<file path="src/rtl/led_blink_seq_pkg.sv">
`default_nettype none
// ============================================================================
// Module  : led_blink_seq_pkg
// Brief   : Shared widths, FSM state encoding and the divider clamp helper
//           for the LED blink sequencer.
// Macros  : none
// Revision: 1.0 - initial release
// ============================================================================
package led_blink_seq_pkg;

  // Command field widths
  localparam int CNT_FIELD_W = 4;
  localparam int DIV_FIELD_W = 5;
  localparam int PWM_W       = 4;

  // Wide enough to hold div_eff+1 for any 5-bit divider (max 32)
  localparam int SHIFT_W     = 6;

  typedef enum logic [1:0] {
    ST_IDLE = 2'd0,
    ST_ON   = 2'd1,
    ST_OFF  = 2'd2,
    ST_GAP  = 2'd3
  } led_state_e;

  // Plain-vector state constants so the FSM register stays a simple logic [1:0]
  localparam logic [1:0] c_ST_IDLE = ST_IDLE;
  localparam logic [1:0] c_ST_ON   = ST_ON;
  localparam logic [1:0] c_ST_OFF  = ST_OFF;
  localparam logic [1:0] c_ST_GAP  = ST_GAP;

  // Clamp the requested divider so the tick mask never exceeds the counter
  function automatic logic [SHIFT_W-1:0] f_div_eff(
    input logic [DIV_FIELD_W-1:0] div,
    input logic [SHIFT_W-1:0]     div_max
  );
    logic [SHIFT_W-1:0] d;
    d = SHIFT_W'(div);
    return (d > div_max) ? div_max : d;
  endfunction

endpackage
`default_nettype wire

</file>
<file path="src/rtl/led_prescaler.sv">
`default_nettype none
// ============================================================================
// Module  : led_prescaler
// Brief   : Free-running prescaler with synchronous clear. Produces a tick
//           once every 2^(div_eff+1) cycles, where div_eff is the requested
//           divider clamped to PRESCALE_W-1, and exposes the low counter bits
//           as a PWM phase.
// Macros  : none
// Revision: 1.0 - initial release
// ============================================================================
module led_prescaler
  import led_blink_seq_pkg::*;
#(
  parameter int PRESCALE_W = 26
) (
  input  logic                   clk,
  input  logic                   rst,
  input  logic                   i_clr,
  input  logic [DIV_FIELD_W-1:0] i_div,
  output logic [PWM_W-1:0]       o_phase,
  output logic                   o_tick
);

  // Largest usable divider: the mask may cover the whole counter, no more
  localparam logic [SHIFT_W-1:0] c_DIV_MAX =
    (PRESCALE_W - 1 > 31) ? SHIFT_W'(31) : SHIFT_W'(PRESCALE_W - 1);

  logic [PRESCALE_W-1:0] r_count;
  logic [SHIFT_W-1:0]    w_div_eff;
  logic [SHIFT_W-1:0]    w_shamt;
  logic [PRESCALE_W-1:0] w_mask;

  // Counter runs every cycle and wraps naturally; clear aligns phase to accept
  always_ff @(posedge clk) begin
    if (rst || i_clr) begin
      r_count <= '0;
    end else begin
      r_count <= r_count + PRESCALE_W'(1);
    end
  end

  // mask = 2^(div_eff+1)-1; a shift of PRESCALE_W yields an all-ones mask
  always_comb begin
    w_div_eff = f_div_eff(i_div, c_DIV_MAX);
    w_shamt   = w_div_eff + SHIFT_W'(1);
    w_mask    = ~({PRESCALE_W{1'b1}} << w_shamt);
  end

  assign o_tick  = ((r_count & w_mask) == w_mask);
  assign o_phase = r_count[PWM_W-1:0];

endmodule
`default_nettype wire

</file>
<file path="src/rtl/led_blink_seq.sv">
`default_nettype none
// ============================================================================
// Module  : led_blink_seq
// Brief   : Command-driven LED blink sequencer. Accepts one command at a time
//           over a valid/ready handshake, blinks the LED count times with
//           ON/OFF phases of 2^(div_eff+1) cycles, optionally repeats bursts
//           separated by a GAP_TICKS-tick gap, and supports abort.
// Macros  : LED_BLINK_SEQ_DIM_EN - PWM-dim the LED during ON using the
//           latched brightness; when undefined cmd_bright is ignored.
// Revision: 1.0 - initial release
// ============================================================================
module led_blink_seq
  import led_blink_seq_pkg::*;
#(
  parameter int PRESCALE_W = 26,
  parameter int GAP_TICKS  = 2
) (
  input  logic                   clk,
  input  logic                   rst,
  input  logic                   cmd_valid,
  output logic                   cmd_ready,
  input  logic [CNT_FIELD_W-1:0] cmd_count,
  input  logic [DIV_FIELD_W-1:0] cmd_div,
  input  logic                   cmd_loop,
  input  logic [PWM_W-1:0]       cmd_bright,
  input  logic                   abort,
  output logic                   led,
  output logic                   busy,
  output logic                   done
);

  localparam int c_GAP_W = $clog2(GAP_TICKS + 1);

  // FSM and latched command
  logic [1:0]             r_state;
  logic [CNT_FIELD_W-1:0] r_remaining;
  logic [c_GAP_W-1:0]     r_gap;
  logic [CNT_FIELD_W-1:0] r_cnt_lat;
  logic [DIV_FIELD_W-1:0] r_div_lat;
  logic                   r_loop_lat;
  logic                   r_done;

  // Handshake and tick
  logic                   w_idle;
  logic                   w_accept;
  logic                   w_abort_run;
  logic                   w_tick;
  logic [PWM_W-1:0]       w_phase;
  logic [CNT_FIELD_W-1:0] w_rem_dec;
  logic [c_GAP_W-1:0]     w_gap_dec;
  logic                   w_on;

  assign w_idle      = (r_state == c_ST_IDLE);
  assign cmd_ready   = w_idle & ~abort;
  assign w_accept    = cmd_valid & cmd_ready;
  assign w_abort_run = abort & ~w_idle;
  assign w_rem_dec   = r_remaining - CNT_FIELD_W'(1);
  assign w_gap_dec   = r_gap - c_GAP_W'(1);

  // Prescaler is phase-aligned on every accept so each phase is full length
  led_prescaler #(
    .PRESCALE_W (PRESCALE_W)
  ) u_prescaler (
    .clk     (clk),
    .rst     (rst),
    .i_clr   (w_accept),
    .i_div   (r_div_lat),
    .o_phase (w_phase),
    .o_tick  (w_tick)
  );

  // Sequencer FSM: accept, ON/OFF blinking, looped gap, abort and done pulse
  always_ff @(posedge clk) begin
    if (rst) begin
      r_state     <= c_ST_IDLE;
      r_remaining <= '0;
      r_gap       <= '0;
      r_cnt_lat   <= '0;
      r_div_lat   <= '0;
      r_loop_lat  <= 1'b0;
      r_done      <= 1'b0;
    end else begin
      r_done <= 1'b0;
      if (w_abort_run) begin
        // Abort discards the running command entirely
        r_state     <= c_ST_IDLE;
        r_remaining <= '0;
        r_gap       <= '0;
        r_cnt_lat   <= '0;
        r_div_lat   <= '0;
        r_loop_lat  <= 1'b0;
      end else begin
        case (r_state)
          c_ST_IDLE: begin
            if (w_accept) begin
              r_cnt_lat   <= cmd_count;
              r_div_lat   <= cmd_div;
              r_loop_lat  <= cmd_loop;
              r_remaining <= cmd_count;
              if (cmd_count == '0) begin
                // Nothing to blink: complete immediately
                r_done <= 1'b1;
              end else begin
                r_state <= c_ST_ON;
              end
            end
          end
          c_ST_ON: begin
            if (w_tick) begin
              r_state <= c_ST_OFF;
            end
          end
          c_ST_OFF: begin
            if (w_tick) begin
              r_remaining <= w_rem_dec;
              if (w_rem_dec != '0) begin
                r_state <= c_ST_ON;
              end else if (r_loop_lat) begin
                r_state <= c_ST_GAP;
                r_gap   <= c_GAP_W'(GAP_TICKS);
              end else begin
                r_state <= c_ST_IDLE;
                r_done  <= 1'b1;
              end
            end
          end
          c_ST_GAP: begin
            if (w_tick) begin
              r_gap <= w_gap_dec;
              if (w_gap_dec == '0) begin
                // Start the next burst with the original blink count
                r_state     <= c_ST_ON;
                r_remaining <= r_cnt_lat;
              end
            end
          end
          default: begin
            r_state <= c_ST_IDLE;
          end
        endcase
      end
    end
  end

  assign w_on = (r_state == c_ST_ON);
  assign busy = ~w_idle;
  assign done = r_done;

`ifdef LED_BLINK_SEQ_DIM_EN
  logic [PWM_W-1:0] r_bright;

  // Brightness is latched with the rest of the command and dropped on abort
  always_ff @(posedge clk) begin
    if (rst) begin
      r_bright <= '0;
    end else if (w_abort_run) begin
      r_bright <= '0;
    end else if (w_accept) begin
      r_bright <= cmd_bright;
    end
  end

  // PWM within ON: high while the low prescaler bits are below brightness
  assign led = w_on & (w_phase < r_bright);
`else
  // Brightness and PWM phase have no function in the undimmed build
  logic w_unused_dim;
  assign w_unused_dim = ^{cmd_bright, w_phase};
  assign led          = w_on;
`endif

endmodule
`default_nettype wire
</file>
<file path="config.mk">
export PLATFORM = sky130hd
export DESIGN_NAME = led_blink_seq
export DESIGN_NICKNAME = d
export VERILOG_FILES = /design/src/rtl/led_blink_seq_pkg.sv /design/src/rtl/led_prescaler.sv /design/src/rtl/led_blink_seq.sv
export SDC_FILE = /design/constraint.sdc
export NUM_CORES = 1
export LEC_CHECK = 0
export CORE_MARGIN = 1
export CORE_UTILIZATION = 50
export CTS_BUF_LIST = sky130_fd_sc_hd__clkbuf_4 sky130_fd_sc_hd__clkbuf_8
export DETAILED_ROUTE_END_ITERATION = 6
export GPL_ROUTABILITY_DRIVEN = 0
export PLACE_DENSITY = 0.7
export SLEW_MARGIN = 40
export SYNTH_ARGS = -nofsm -noshare
export SYNTH_HDL_FRONTEND = slang
export SYNTH_SLANG_ARGS = --single-unit
export TNS_END_PERCENT = 5
</file>
<file path="constraint.sdc">
create_clock -name clk -period 5.2 [get_ports clk]
set_input_delay 1.04 -clock clk [delete_from_list [all_inputs] [get_ports clk]]
set_output_delay 1.04 -clock clk [all_outputs]
set_load 0.01 [all_outputs]
</file>
* Word-level counts from Yosys, hierarchy flattened
Index checks and enable logic that the tools add are counted.
Storage, ports and cells: register bits 45, latch bits 0, memory bits (writable) 0, memory bits (read-only) 0, input port bits 18, output and inout port bits 4, logic and storage cells 71, memories 0
Cells by class: $add $sub $neg 4, multiply operators 0, divide/modulo/power cells 0, magnitude comparators 1, eq/ne operators 12, shift operators 1, multiplexer cells 26, bitwise gates (word level) 7, reduce and logical (&&, ||, !) cells 12
Operators by type and width (number):
- adder 26 x 1 -> 26 bit, second input constant | 1
- AND 26 bit | 1
- equality test 26 bit | 1
- inverter 26 bit | 1
- left shift 26 x 6 -> 26 bit, first input constant | 1
- two-way mux 2 bit | 12
- two-way mux 4 bit | 4
- one-hot mux 4 bit (3 select lines) | 1
- AND reduction 5 bit | 2
- inequality test 2 x 1 -> 1 bit, second input constant | 4
- inequality test 2 bit, second input constant | 4
- one-hot mux 2 bit (4 select lines) | 1
- adder 6 x 1 -> 6 bit, second input constant | 1
- AND reduction 6 bit | 1
- > comparator 5 bit, second input constant | 1
- two-way mux 1 bit | 5
- two-way mux 5 bit | 1
- equality test 2 bit, second input constant | 2
- zero test 2 bit | 2
- zero test 4 bit | 1
- one-hot mux 2 bit (2 select lines) | 1
- nonzero test 4 bit | 1
- subtractor 4 x 1 -> 4 bit, second input constant | 1
- AND 1 bit | 3
- 9 further kinds | 10

* Longest topological paths before layout
depth in word-level cells 9, depth in mapped cells 16, gate-level depth less buffers 14

* By module
Synthesis repeated with hierarchy kept, for this count alone.
Second synthesis, totals: cells, all modules 339, area total of the unflattened synthesis 2742.6 sq um
Modules (own cells, without submodules):
- led_prescaler | times used 1, cells an instance 197, area an instance 1616.6 sq um, seq. area each 520.5 sq um
- led_blink_seq | times used 1, cells an instance 142, area an instance 1126.1 sq um, seq. area each 380.4 sq um

* Least setup slack after synthesis
Ideal clock, no wire load.
path type flip-flop to flip-flop, start reg r_div_lat[3], end reg r_remaining[0], library setup time 0.072 ns, data arrival time 2.801 ns, required time 5.128 ns, path slack 2.327 ns, stages on the path, launching flop included 16, path buffers 2, period minus slack after synthesis 2.873 ns, cell sequence dfxtp_1 > buf_4 > nand2_1 > nor2_1 > nor2_1 > inv_1 > ha_1 > inv_1 > ha_1 > buf_2 > inv_1 > or4_1 > o221ai_2 > nand4_4 > a221oi_4 > mux2i_1
On the way: cells in the longest elaborated chain, start to end 9, elaborated cells between the ends (all ways) 10, classes of those cells add/sub: 1; order compare: 1; eq/ne: 3; shift: 1; mux: 1; bitwise: 2; reduce/logical: 1
RTL lines:
- start: declaration | line led_blink_seq.sv:39 | logic [DIV_FIELD_W-1:0] r_div_lat;
- start signal: assignment | line led_blink_seq.sv:97 | r_div_lat <= cmd_div;
- > comparator 5 bit | line led_blink_seq_pkg.sv:39 | return (d > div_max) ? div_max : d;
- two-way mux 5 bit * | line led_blink_seq_pkg.sv:39
- adder 6 x 1 -> 6 bit * | line led_prescaler.sv:45 | w_shamt = w_div_eff + SHIFT_W'(1);
- left shift 26 x 6 -> 26 bit * | line led_prescaler.sv:46 | w_mask = ~({PRESCALE_W{1'b1}} << w_shamt);
- inverter 26 bit * | line led_prescaler.sv:46
- AND 26 bit | line led_prescaler.sv:49 | assign o_tick = ((r_count & w_mask) == w_mask);
- equality test 26 bit * | line led_prescaler.sv:49
- inequality test 2 x 1 -> 1 bit (no line)
- AND reduction 5 bit (no line) *
- end signal: assignment | line led_blink_seq.sv:99 | r_remaining <= cmd_count;
- end signal: assignment | line led_blink_seq.sv:115 | r_remaining <= w_rem_dec;
- end signal: assignment | line led_blink_seq.sv:133 | r_remaining <= r_cnt_lat;
- end: declaration | line led_blink_seq.sv:36 | logic [CNT_FIELD_W-1:0] r_remaining;
Mark *: on every way between the ends. The rest lies on a longest branch, timed or not. A chain may end at the register's enable or synchronous reset.

* Worst setup path in the final report
start reg r_div_lat[4], end reg r_state[1]
On the way: cells in the longest elaborated chain, start to end 9, elaborated cells between the ends (all ways) 11, classes of those cells add/sub: 1; order compare: 1; eq/ne: 4; shift: 1; mux: 1; bitwise: 2; reduce/logical: 1
RTL lines:
- > comparator 5 bit | line led_blink_seq_pkg.sv:39
- two-way mux 5 bit * | line led_blink_seq_pkg.sv:39
- adder 6 x 1 -> 6 bit * | line led_prescaler.sv:45
- left shift 26 x 6 -> 26 bit * | line led_prescaler.sv:46
- inverter 26 bit * | line led_prescaler.sv:46
- AND 26 bit | line led_prescaler.sv:49
- equality test 26 bit * | line led_prescaler.sv:49
- inequality test 2 x 1 -> 1 bit (no line)
- AND reduction 6 bit (no line) *
- end signal: assignment | line led_blink_seq.sv:75 | r_state <= c_ST_IDLE;
- end signal: assignment | line led_blink_seq.sv:86 | r_state <= c_ST_IDLE;
- end signal: assignment | line led_blink_seq.sv:104 | r_state <= c_ST_ON;
- end: declaration | line led_blink_seq.sv:35 | logic [1:0] r_state;
Marks and branches as above.

==> metrics.txt <==
# TYPE chip_impl_metric gauge
chip_impl_info{name="run_status",value="finished clean"} 1
chip_impl_metric{name="drt-initial-drc-count",unit=""} 112
chip_impl_metric{name="drtPass1Iterations",unit=""} 4
chip_impl_metric{name="clock_latency",unit="ns"} 0.30
chip_impl_metric{name="comb_power_share",unit=""} 0.274
chip_impl_metric{name="row_count",unit=""} 26
chip_impl_info{name="clock-root-buffer",value="sky130_fd_sc_hd__clkbuf_8"} 1
chip_impl_metric{name="drt-vias-per-instance",unit=""} 5.32
chip_impl_metric{name="total_via_count_in_the_routed_design",unit=""} 2202
chip_impl_metric{name="timing.critical_path.fanout_max",unit=""} 11
chip_impl_metric{name="power.switching",unit="mW"} 0.271
chip_impl_metric{name="switching_share",unit=""} 0.319
chip_impl_metric{name="wire_per_inst",unit="µm"} 12.6
chip_impl_metric{name="grt_usage",unit=""} 0.211
chip_impl_metric{name="yosys.cell_types.count",unit=""} 51
chip_impl_info{name="synth.largest_area_cell",value="sky130_fd_sc_hd__dfxtp_1"} 1
chip_impl_metric{name="die-area",unit="µm²"} 5580
chip_impl_metric{name="final_cell_area",unit="µm²"} 2930
chip_impl_metric{name="timing.clock.skew",unit="ns"} 0.00643
chip_impl_metric{name="grt-ovfl-total",unit=""} 0
chip_impl_info{name="mostFrequentLayoutCell",value="sky130_fd_sc_hd__nand2_1"} 1
chip_impl_metric{name="min_period_over_period",unit=""} 0.647
chip_impl_metric{name="post_route_cells_drive_above_1_share",unit=""} 0.0756
chip_impl_metric{name="h-tree-depth",unit=""} 2
chip_impl_metric{name="timing.slew.headroom",unit=""} 0.603
chip_impl_metric{name="static-leakage-power",unit="nW"} 1.05
chip_impl_metric{name="ant_nets",unit=""} 0
chip_impl_metric{name="powerDensity",unit="nW/µm²"} 289
chip_impl_info{name="setup.worst_path.start_class",value="register"} 1
chip_impl_metric{name="layout-area-overhead-vs-synth",unit="%"} 11.0
chip_impl_info{name="critical_path_class",value="register to register"} 1
chip_impl_metric{name="postSynthNetCount",unit=""} 363
chip_impl_metric{name="clkSlewWorstSetupHoldPaths",unit="ns"} 0.08
chip_impl_metric{name="fill_cells",unit=""} 494
chip_impl_metric{name="final.setup.tns",unit="ns"} 0
chip_impl_metric{name="total_power",unit="mW"} 0.848
chip_impl_metric{name="cts-resized-gates",unit=""} 0
chip_impl_metric{name="final_nets",unit=""} 374
chip_impl_metric{name="synth_sequential_area_ratio",unit=""} 0.341
chip_impl_metric{name="maximum_capacitance_violations",unit=""} 0
chip_impl_metric{name="cts.hold.buffers_added",unit=""} 0
chip_impl_metric{name="maxSlewViolCount",unit=""} 0
chip_impl_metric{name="power_frac_seq",unit=""} 0.459
chip_impl_info{name="setup.worst_path.end_class",value="register"} 1
chip_impl_metric{name="ir_drop",unit="V"} 0.000158
chip_impl_metric{name="finalHoldViolations",unit=""} 0
chip_impl_metric{name="post_cts_buffers",unit=""} 0
chip_impl_metric{name="number_of_cells_in_the_design_after_placement",unit=""} 407
chip_impl_metric{name="die_height",unit="µm"} 74.7
chip_impl_metric{name="start_util",unit=""} 0.517
chip_impl_metric{name="synthDominantCellAreaShare",unit=""} 0.341
chip_impl_metric{name="netlist_area_pre_place",unit="µm²"} 2640
chip_impl_metric{name="cp.required",unit="ns"} 5.43
chip_impl_metric{name="postSynthCellCount",unit=""} 333
chip_impl_metric{name="cts_max_path_buffers",unit=""} 2
chip_impl_metric{name="worst-slew-pin-transition",unit="ns"} 0.595
chip_impl_info{name="timing.hold.worst.class",value="register to register"} 1
chip_impl_metric{name="clockPowerShare",unit=""} 0.267
chip_impl_metric{name="ios",unit=""} 22
chip_impl_metric{name="place.port_buffers",unit=""} 17
chip_impl_info{name="tritoncts_clock_tree",value="built"} 1
chip_impl_metric{name="cell_internal_pwr",unit="mW"} 0.577
chip_impl_metric{name="post_layout_nonfiller_instances",unit=""} 414
chip_impl_metric{name="synth_area_per_cell",unit="µm²"} 7.93
chip_impl_metric{name="num_antenna_cells",unit=""} 0
chip_impl_metric{name="grt_antenna_before_repair",unit=""} 0
chip_impl_metric{name="finalWorstPathRequiredPeriod",unit="ns"} 3.36
chip_impl_metric{name="routed_wirelength",unit="µm"} 5240
chip_impl_metric{name="area.sequential",unit="µm²"} 901
chip_impl_info{name="ys.flop_type",value="sky130_fd_sc_hd__dfxtp_1"} 1
chip_impl_metric{name="remaining_drc_errors",unit=""} 0
chip_impl_metric{name="first_pass_grt_wire_length",unit="µm"} 8960
chip_impl_info{name="final_cell_mix",value="sky130_fd_sc_hd__nand2_1, sky130_fd_sc_hd__dfxtp_1, sky130_fd_sc_hd__nor2_1"} 1
chip_impl_metric{name="multiInputGateArea",unit="µm²"} 1610
chip_impl_info{name="rsz_0062_raised_after_global_routing",value="no"} 1
chip_impl_metric{name="first_global_vias",unit=""} 1948
chip_impl_metric{name="postSynthRegisterBits",unit=""} 45
chip_impl_metric{name="area_of_the_core",unit="µm²"} 5110
chip_impl_metric{name="detailed_place.area",unit="µm²"} 2840
chip_impl_metric{name="synthesis.yosys.warnings",unit=""} 0
chip_impl_metric{name="cts.sinks",unit=""} 45
chip_impl_metric{name="post-route-util",unit=""} 0.574
chip_impl_metric{name="setup_viol",unit=""} 0
chip_impl_metric{name="num_cts_buffers",unit=""} 5
chip_impl_metric{name="max_clock_freq",unit="MHz"} 297
chip_impl_metric{name="dpl.hpwl",unit="µm"} 3860
chip_impl_metric{name="grt_start_max_net_pins",unit=""} 27
chip_impl_metric{name="synth-edff-count",unit=""} 0
chip_impl_info{name="post_synth_main_area_contributors",value="sky130_fd_sc_hd__dfxtp_1, sky130_fd_sc_hd__nand2_1, sky130_fd_sc_hd__nor2_1"} 1
chip_impl_metric{name="critPathArrivalTime",unit="ns"} 3.60
chip_impl_metric{name="async_flop_share",unit=""} 0
chip_impl_metric{name="horiz_die_dim",unit="µm"} 74.7
## cell type report
cell class,count,share of cell area
Timing Repair Buffer,17,0.0580
Sequential cell,45,0.307
Clock buffer,7,0.0307
Multi-Input combinational cell,255,0.548
Tap cell,70,0.0299
Inverter,20,0.0256
## registers in the layout, summed over array words and instances (netlist names)
signal,flops
done,1
r_cnt_lat,4
r_div_lat,5
r_gap,2
r_loop_lat,1
r_remaining,4
r_state,2
u_prescaler.r_count,26
## critical path: stages (launching register included)
cell	delay, ns
sky130_fd_sc_hd__dfxtp_1	0.54
sky130_fd_sc_hd__nand2_1	0.13
sky130_fd_sc_hd__nor2_1	0.12
sky130_fd_sc_hd__nor2_1	0.06
sky130_fd_sc_hd__inv_1	0.07
sky130_fd_sc_hd__ha_1	0.24
sky130_fd_sc_hd__inv_1	0.06
sky130_fd_sc_hd__ha_1	0.49
sky130_fd_sc_hd__inv_1	0.13
sky130_fd_sc_hd__or4_1	0.53
sky130_fd_sc_hd__o221ai_2	0.10
sky130_fd_sc_hd__nand4_4	0.17
sky130_fd_sc_hd__a221oi_2	0.42
sky130_fd_sc_hd__mux2i_1	0.23
## logic make-up after synthesis
group | after synthesis | synth area share
mux | 8 | 0.0303
buf+inv | 33 | 0.0526
simple gates | 146 | 0.261
flops | 45 | 0.341
xor+xnor | 24 | 0.0796
compound gates | 64 | 0.174
fa+ha+maj | 13 | 0.0606
## metal layers
layer  part of all wire  wire (µm)  GRT usage
met1               0.53       2750      0.296
met2               0.43       2260      0.317
met3              0.032        168     0.0482
met4              0.011         57     0.0755
met5                  0          0          0
## per-stage QoR
stage | worst slack (ns) | hold WS (ns)
after floorplan | 2.33 | 0.435
after global placement | 1.90 | 0.444
after detailed placement | 1.86 | 0.452
after CTS | 1.85 | 0.463
after global routing | 1.53 | 0.496
final | 1.84 | 0.462
## final timing paths
path | start | endpoint | slack [ns] | cells after the start
max reg2reg | r_div_lat[4] | r_state[1] | 1.84 | 13
min reg2reg | r_cnt_lat[2] | r_cnt_lat[2] | 0.46 | 2
max | r_div_lat[4] | r_state[1] | 1.84 | 13
min | r_cnt_lat[2] | r_cnt_lat[2] | 0.46 | 2
## synthesized netlist by cell type (all sizes together) (9+ instances only)
cell	n
o21ai	12
nand3	14
dfxtp	45
inv	20
nor2	43
a21oi	26
xor2	15
nand2	56
xnor2	9
ha	12
## power by group through the flow
| stage | Clock, mW | Sequential (mW) | Combinational (mW) |
|---|---|---|---|
| finish | 0.227 | 0.389 | 0.233 |
| global route | 0.245 | 0.392 | 0.259 |
| floorplan | 0 | 0.387 | 0.183 |
| detailed placement | 0 | 0.396 | 0.231 |
| global placement | 0 | 0.396 | 0.227 |
| CTS | 0.231 | 0.389 | 0.232 |
Power figures use the tool's default switching activity.
